$ cat config.mk
export PLATFORM = sky130hd
export DESIGN_NAME = wb_port_arbiter
export DESIGN_NICKNAME = d
export VERILOG_FILES = /design/src/rtl/wb_port_arbiter.sv
export SDC_FILE = /design/constraint.sdc
export NUM_CORES = 1
export LEC_CHECK = 0
export ABC_AREA = 0
export CAP_MARGIN = 30
export CELL_PAD_IN_SITES_DETAIL_PLACEMENT = 1
export CELL_PAD_IN_SITES_GLOBAL_PLACEMENT = 1
export CORE_ASPECT_RATIO = 0.8
export CORE_MARGIN = 10
export CORE_UTILIZATION = 27
export DETAILED_ROUTE_END_ITERATION = 16
export PLACE_DENSITY_LB_ADDON = 0.1
export SETUP_SLACK_MARGIN = 0.2
export SLEW_MARGIN = 5
export SYNTH_ARGS = -nofsm -noshare
export SYNTH_HDL_FRONTEND = slang
export SYNTH_SLANG_ARGS = --single-unit
$ cat constraint.sdc
create_clock -name clk_i -period 3.3 [get_ports clk_i]
set_clock_uncertainty 0.2 [all_clocks]
set_input_delay 0.99 -clock clk_i [delete_from_list [all_inputs] [get_ports clk_i]]
set_output_delay 0.99 -clock clk_i [all_outputs]
set_load 0.005 [all_outputs]
$ cat src/rtl/wb_port_arbiter.sv
// Shares the single register-file write port between the in-order pipeline
// (default priority) and the multicycle mul/div unit, with a starvation guard.
module wb_port_arbiter #(
    parameter int unsigned STARVE_LIMIT      = 4,
    // Value loaded into the forced-grant counter on reset.
    parameter logic [15:0] STALL_COUNT_RESET = 16'h0000
) (
    input  logic        clk_i,
    input  logic        reset_n_i,
    input  logic        wb_valid_i,
    input  logic [4:0]  wb_rd_index_i,
    input  logic [31:0] wb_rd_value_i,
    input  logic        mdu_valid_i,
    input  logic [4:0]  mdu_rd_index_i,
    input  logic [31:0] mdu_rd_value_i,
    output logic        mdu_ready_o,
    output logic        wb_stall_o,
    output logic        rd_we_o,
    output logic [4:0]  rd_index_o,
    output logic [31:0] rd_value_o,
    output logic [15:0] stall_count_o
);

    // Handshake: an MDU result transfers in a cycle with mdu_valid_i=1 and
    // mdu_ready_o=1; the MDU holds index/value stable until that cycle.
    typedef enum logic {
        NORMAL = 1'b0,
        FORCE  = 1'b1
    } state_t;

    state_t      state;
    state_t      state_next;
    logic [2:0]  wait_cnt;
    logic [2:0]  wait_next;
    logic        wb_live;
    logic        mdu_live;
    logic        grant_wb;
    logic        grant_mdu;

    assign wb_live    = wb_valid_i && (wb_rd_index_i != 5'd0);
    assign mdu_live   = mdu_valid_i && (mdu_rd_index_i != 5'd0);
    assign wb_stall_o = reset_n_i && (state == FORCE);

    always_comb begin
        state_next  = NORMAL;
        wait_next   = 3'd0;
        mdu_ready_o = 1'b0;
        grant_wb    = 1'b0;
        grant_mdu   = 1'b0;
        if (state == FORCE) begin
            mdu_ready_o = mdu_valid_i;
            grant_mdu   = mdu_live;
        end else if (wb_live) begin
            grant_wb = 1'b1;
            if (mdu_valid_i) begin
                if (({1'b0, wait_cnt} + 4'd1) == 4'(STARVE_LIMIT)) begin
                    state_next = FORCE;
                end else begin
                    wait_next = wait_cnt + 3'd1;
                end
            end
        end else begin
            mdu_ready_o = mdu_valid_i;
            grant_mdu   = mdu_live;
        end
        if (!reset_n_i) begin
            mdu_ready_o = 1'b0;
        end
    end

    always_ff @(posedge clk_i) begin
        if (!reset_n_i) begin
            state         <= NORMAL;
            wait_cnt      <= 3'd0;
            rd_we_o       <= 1'b0;
            rd_index_o    <= 5'd0;
            rd_value_o    <= 32'd0;
            stall_count_o <= STALL_COUNT_RESET;
        end else begin
            state    <= state_next;
            wait_cnt <= wait_next;
            rd_we_o  <= grant_wb || grant_mdu;
            if (grant_wb) begin
                rd_index_o <= wb_rd_index_i;
                rd_value_o <= wb_rd_value_i;
            end else if (grant_mdu) begin
                rd_index_o <= mdu_rd_index_i;
                rd_value_o <= mdu_rd_value_i;
            end else begin
                rd_index_o <= 5'd0;
                rd_value_o <= 32'd0;
            end
            if (state == FORCE && stall_count_o != 16'hFFFF) begin
                stall_count_o <= stall_count_o + 16'd1;
            end
        end
    end

endmodule
; ---- Word level (Yosys, flattened, before mapping)
; Cells that the tools add are included.
[op_classes]
eq_ne = 2
bitwise = 3
mux = 12
addsub = 3
n_reduce_logical = 9
[ops]
columns = operator, n
row1 = $mux 32, 2
row2 = $add 16x1->16 const B, 1
row3 = $ne 16x16->1 const B, 1
row4 = $mux 5, 2
row5 = $reduce_bool 5->1, 2
row6 = $mux 1, 8
row7 = $reduce_or 5->1, 1
row8 = $add 3x1->4 const B, 1
row9 = $eq 4x3->1 const B, 1
row10 = $logic_and 1x1->1, 4
row11 = $reduce_or 4->1, 1
row12 = $add 3x1->3 const B, 1
row13 = $not 1->1, 3
row14 = $logic_or 1x1->1, 1
[word_totals]
regBits = 58

; ---- Logic depth before layout (Yosys ltp)
[logic_depth]
word_depth = 6
ltp_mapped = 6
depth_no_buf = 5

; ---- Worst setup path after synthesis
; OpenSTA, ideal clock, no wires.
[synth_path]
path_type = input-to-output
start = in wb_rd_index_i[1]
end = out mdu_ready_o
required_ns = 2.110
stages = 4
t_arrival_ns = 1.963
setup_slack_ns = 0.147
cell_sequence = or4_4 -> o21ai_4 -> nor2b_1 -> buf_2
[synth_via]
elab_chain_len = 5
[synth_lines]
columns = element, line
row1 = from (decl), 11  ; input logic [4:0] wb_rd_index_i,
row2 = $reduce_bool 5->1, 40  ; assign wb_live = wb_valid_i && (wb_rd_index_i != 5'd0);
row3 = $logic_and 1x1->1, 40
row4 = $mux 1, 53  ; end else if (wb_live) begin
row5 = $mux 1, 50  ; if (state == FORCE) begin
row6 = $mux 1, 66  ; if (!reset_n_i) begin
row7 = to (decl), 16  ; output logic mdu_ready_o,
; Every way passes these cells.

; ---- Final worst setup path
[layout_path]
start = in wb_rd_index_i[4]
end = out mdu_ready_o
; Same word-level chain as after synthesis.

==> results.md <==
Logic synthesis:
- The compound-gate portion of the synthesized area is 0.228.
- By area the synthesized netlist is led by dfxtp_1, a22o_1, buf_6.
- The multiplexer share of the synthesized area is 0.0135.
- The synthesized instance count is 206.
- The Yosys step of the flow raised 0 warnings.
- The cell area that synthesis handed to floorplanning was 2230 um2.
- The per-instance average area after synthesis is 10.8 um2.
- The number of distinct library cell variants in the gate-level netlist after synthesis is 39.
- The basic-gate share of the synthesized area counting and, or, nand and nor cells is 0.184.
- By count the netlist is led by dfxtp_1, a22o_1, nand2_1.
- The xor and xnor area share after synthesis is 0.
- The adder-cell share of the synthesized area is 0.0112.
- The count of flip-flops with a built-in enable after synthesis is 0.
- The most frequent cell after synthesis is dfxtp_1.
- The net count of the mapped netlist is 286.
- The register bit total from synthesis is 58.
- After synthesis, the share of flip-flops with an asynchronous set or reset is 0.
- The dominant combinational cell family by area after synthesis is compound AO/OA/AOI/OAI gates.
- The sequential area share after synthesis is 0.520.
- The most used flip-flop cell after synthesis is dfxtp_1.
- Summed over all instances, the cell type with the most area after synthesis is dfxtp_1.
- The share of Yosys cell area claimed by the top area cell type is 0.520.

Power and ir drop:
- Summed over all cells, the static leakage comes to 1.49 nW.
- The peak supply drop is 0.000191 V.
- The total power per unit cell area is 397 nW/um2.

STA:
- The max-slew violation count is 0.
- Setup repair after global routing could not meet its margin everywhere.
- For this run, the top clock speed supported by timing is 0.307 GHz.
- After routing, the total negative slack on setup checks comes to 0 ns.
- Of the available clock period, the critical path in the final layout requires 0.988.
- The transition time at the pin with the least slew margin is 0.852 ns.
- The clock period could shrink to 3.26 ns.
- Measured against its own limit, the worst slew margin works out to 0.427.
- The count of final hold-check violations is 0.
- Setup violations remaining at the end of the flow were counted as 0.

Critical path:
- STA puts the critical path data required time at 2.11 ns.
- The startpoint-to-endpoint class of the critical path is input port to output pin.
- Among all stages on the critical path, the largest delay is contributed by or4_4.
- The length in cells of the worst reg-to-reg path is 5.
- The arrival time reported for the critical path endpoint is 2.07 ns.
- The launching element type of the critical path is an input port.
- The endpoint kind of the worst setup timing path is an output pin.
- The largest single stage delay on the critical path is 0.55 ns.
- The largest driver fanout on the critical path is 2.
- In this design, the critical path's most frequently occurring cell is buf_6.
- The critical path goes through buf_6, or4_4, o21ai_4, nor2b_4, buf_6.

Placed design:
- After detailed placement, the design holds a cell count of 448.
- The weighted congestion reported at the end of routability-driven placement is 0.780.
- Input and output buffers added on the ports amount to 133.
- Once detailed placement completed, the half-perimeter wirelength came to 7.03 mm.

Finish:
- Summing all multi-input logic gate instances after layout gives 983 um2.
- Counting the fill cells in the layout gives 895.
- Relative to the synthesized area, the layout overhead comes to 74.9%.
- In the final layout, the share of cells above drive strength 1 is 0.124.
- The count of placed standard cells in the final layout, fillers left out is 464.
- The diode insertion count for antenna repair is 0.
- The final-stage net count is 431.
- The sequential cells in the finished layout cover a total of 1160 um2.

Clock tree:
- The clock transition at the registers of the reported paths is 0.07 ns.
- The clock buffer count from CTS is 9.
- The CTS tree is yes.
- The buffer type at the clock tree root is clkbuf_8.
- The longest clock path from root to sink contains 2 buffers.
- The H-tree depth is 3.
- The count of clock tree sinks is 58.
- In this run, post-CTS hold repair placed 0 buffers.
- The insertion delay of the later-clocked pin in the worst-skew pair is 0.33 ns.
- The count of buffers added by post-CTS timing repair for setup is 0.

Min path:
- The path type of the worst min-delay path is flip-flop to flip-flop.
- The number of instances on the worst hold path is 1.

Routing:
- The number of nets with antenna violations after routing is 0.
- The DRC marker count from the first detailed-route iteration is 91.
- The via density per instance is 4.80.
- The total wire length after detailed routing is 8.90 mm.
- The number of remaining DRC errors is 0.
- The number of search-and-repair iterations in the first detailed-routing pass is 4.
- The mean routed wirelength per cell is 19.2 um.
- The via count of the routed design is 2227.

Global routing:
- The first global-routing pass estimated 12.9 mm of wire.
- The number of global-route vias before repair is 2269.
- The number of antenna violations at the first check in global routing came to 0.
- For this run the aggregate overflow at the end of global routing stands at 0.
- The maximum number of pins on one net before global-route repair is 36.
- In the global route stage, overall resource usage came out at 0.136.

Floorplan:
- The top-level port count is 134.
- For this configuration, the core starts out at a cell density of 0.280.
- The initialized floorplan defines 29 standard-cell rows.
- The horizontal die dimension is 122 um.
- The die covers 12300 um2.
- The die boundary height is 101 um.
- The core region area is 7980 um2.

Status:
- The flow ran to the end, and the final reports show no timing, DRC or antenna violations.

Run:
- The number of max-capacitance violations reported is 0.
-- worst max-delay path: cells and delay by family --
family | cells | cell delay [ns]
buffers and inverters | 2 | 0.19
AOI/OAI and AO/OA | 1 | 0.15
and+or+nand+nor | 2 | 0.73
-- cell type report --
type | instances | area share
clock buffer | 11 | 0.0362
clock inverter | 5 | 0.00769
inverter | 1 | 0.000961
multi-input combinational | 134 | 0.252
sequential | 58 | 0.297
tap | 108 | 0.0346
timing repair buffer | 147 | 0.371
-- final timing paths --
| check | to | slack (ns) | from |
|---|---|---|---|
| worst min register to register | wait_cnt[0]$_SDFF_PP0_ | 0.23 | wait_cnt[0]$_SDFF_PP0_ |
| worst min-delay path | wait_cnt[0]$_SDFF_PP0_ | 0.23 | wait_cnt[0]$_SDFF_PP0_ |
| worst max register to register | stall_count_o[1]$_SDFFE_PN0P_ | 0.97 | stall_count_o[0]$_SDFFE_PN0P_ |
| worst max-delay path | mdu_ready_o | 0.04 | wb_rd_index_i[4] |
-- stage by stage --
step / hold slack (ns) / worst slack (ns) / power, W / instance area (um2) / util
4_1_cts: 0.235 / 0.0147 / 0.00158 / 3910 / 0.490
6_report: 0.230 / 0.0380 / 0.00155 / 3910 / 0.489
3_5_place_dp: 0.225 / -0.795 / 0.000991 / 3740 / 0.468
5_1_grt: 0.244 / 0.00954 / 0.00162 / 3910 / 0.489
3_3_place_gp: 0.217 / -0.732 / 0.000986 / 3740 / 0.468
2_1_floorplan: 0.203 / 0.147 / 0.000811 / 2230 / -
-- timing repair --
item	4_1_cts	5_1_grt
setup endpoints to repair	2	2
pin swaps	2	1
gates resized for setup	25	1
-- cell families after synthesis --
family,after synthesis
simple gates,63
fa+ha+maj,2
flops,58
buf+inv,14
mux,3
compound gates,66
-- routing by layer --
layer  GRT usage  vias up  wire, um
met5           0        -         0
met2       0.229       81      4430
met4      0.0540        0       213
met3      0.0478       16       648
met1       0.156     1059      3620
li1            -     1071         -
-- sequential cells by signal (all words and copies together) (netlist names) --
| register | count |
|---|---|
| wait_cnt | 3 |
| rd_we_o | 1 |
| state | 1 |
| rd_value_o | 32 |
| stall_count_o | 16 |
| rd_index_o | 5 |
-- layout by cell type, fill, tap and decap left out, types with 3 or more instances in the layout --
cell and instances:
a21oi_1 10, or3_1 6, and3_1 4, nand2b_1 3
dfxtp_1 58, o21ai_1 4, nand3_1 6, nor2_1 3
buf_4 12, mux2i_1 3, a22o_1 35, nand4_1 6
or4_1 4, o21ai_0 6, o31ai_1 3, clkdlybuf4s50_1 127
nand2_1 14, clkbuf_8 10, clkinv_2 3
-- where the power goes --
group / internal (W) / switching, W
Clock: 0.000289 / 0.000289
Combinational: 0.000165 / 0.0000702
Sequential: 0.000730 / 0.00000710
Note: power is estimated with default switching activity, not from simulation.
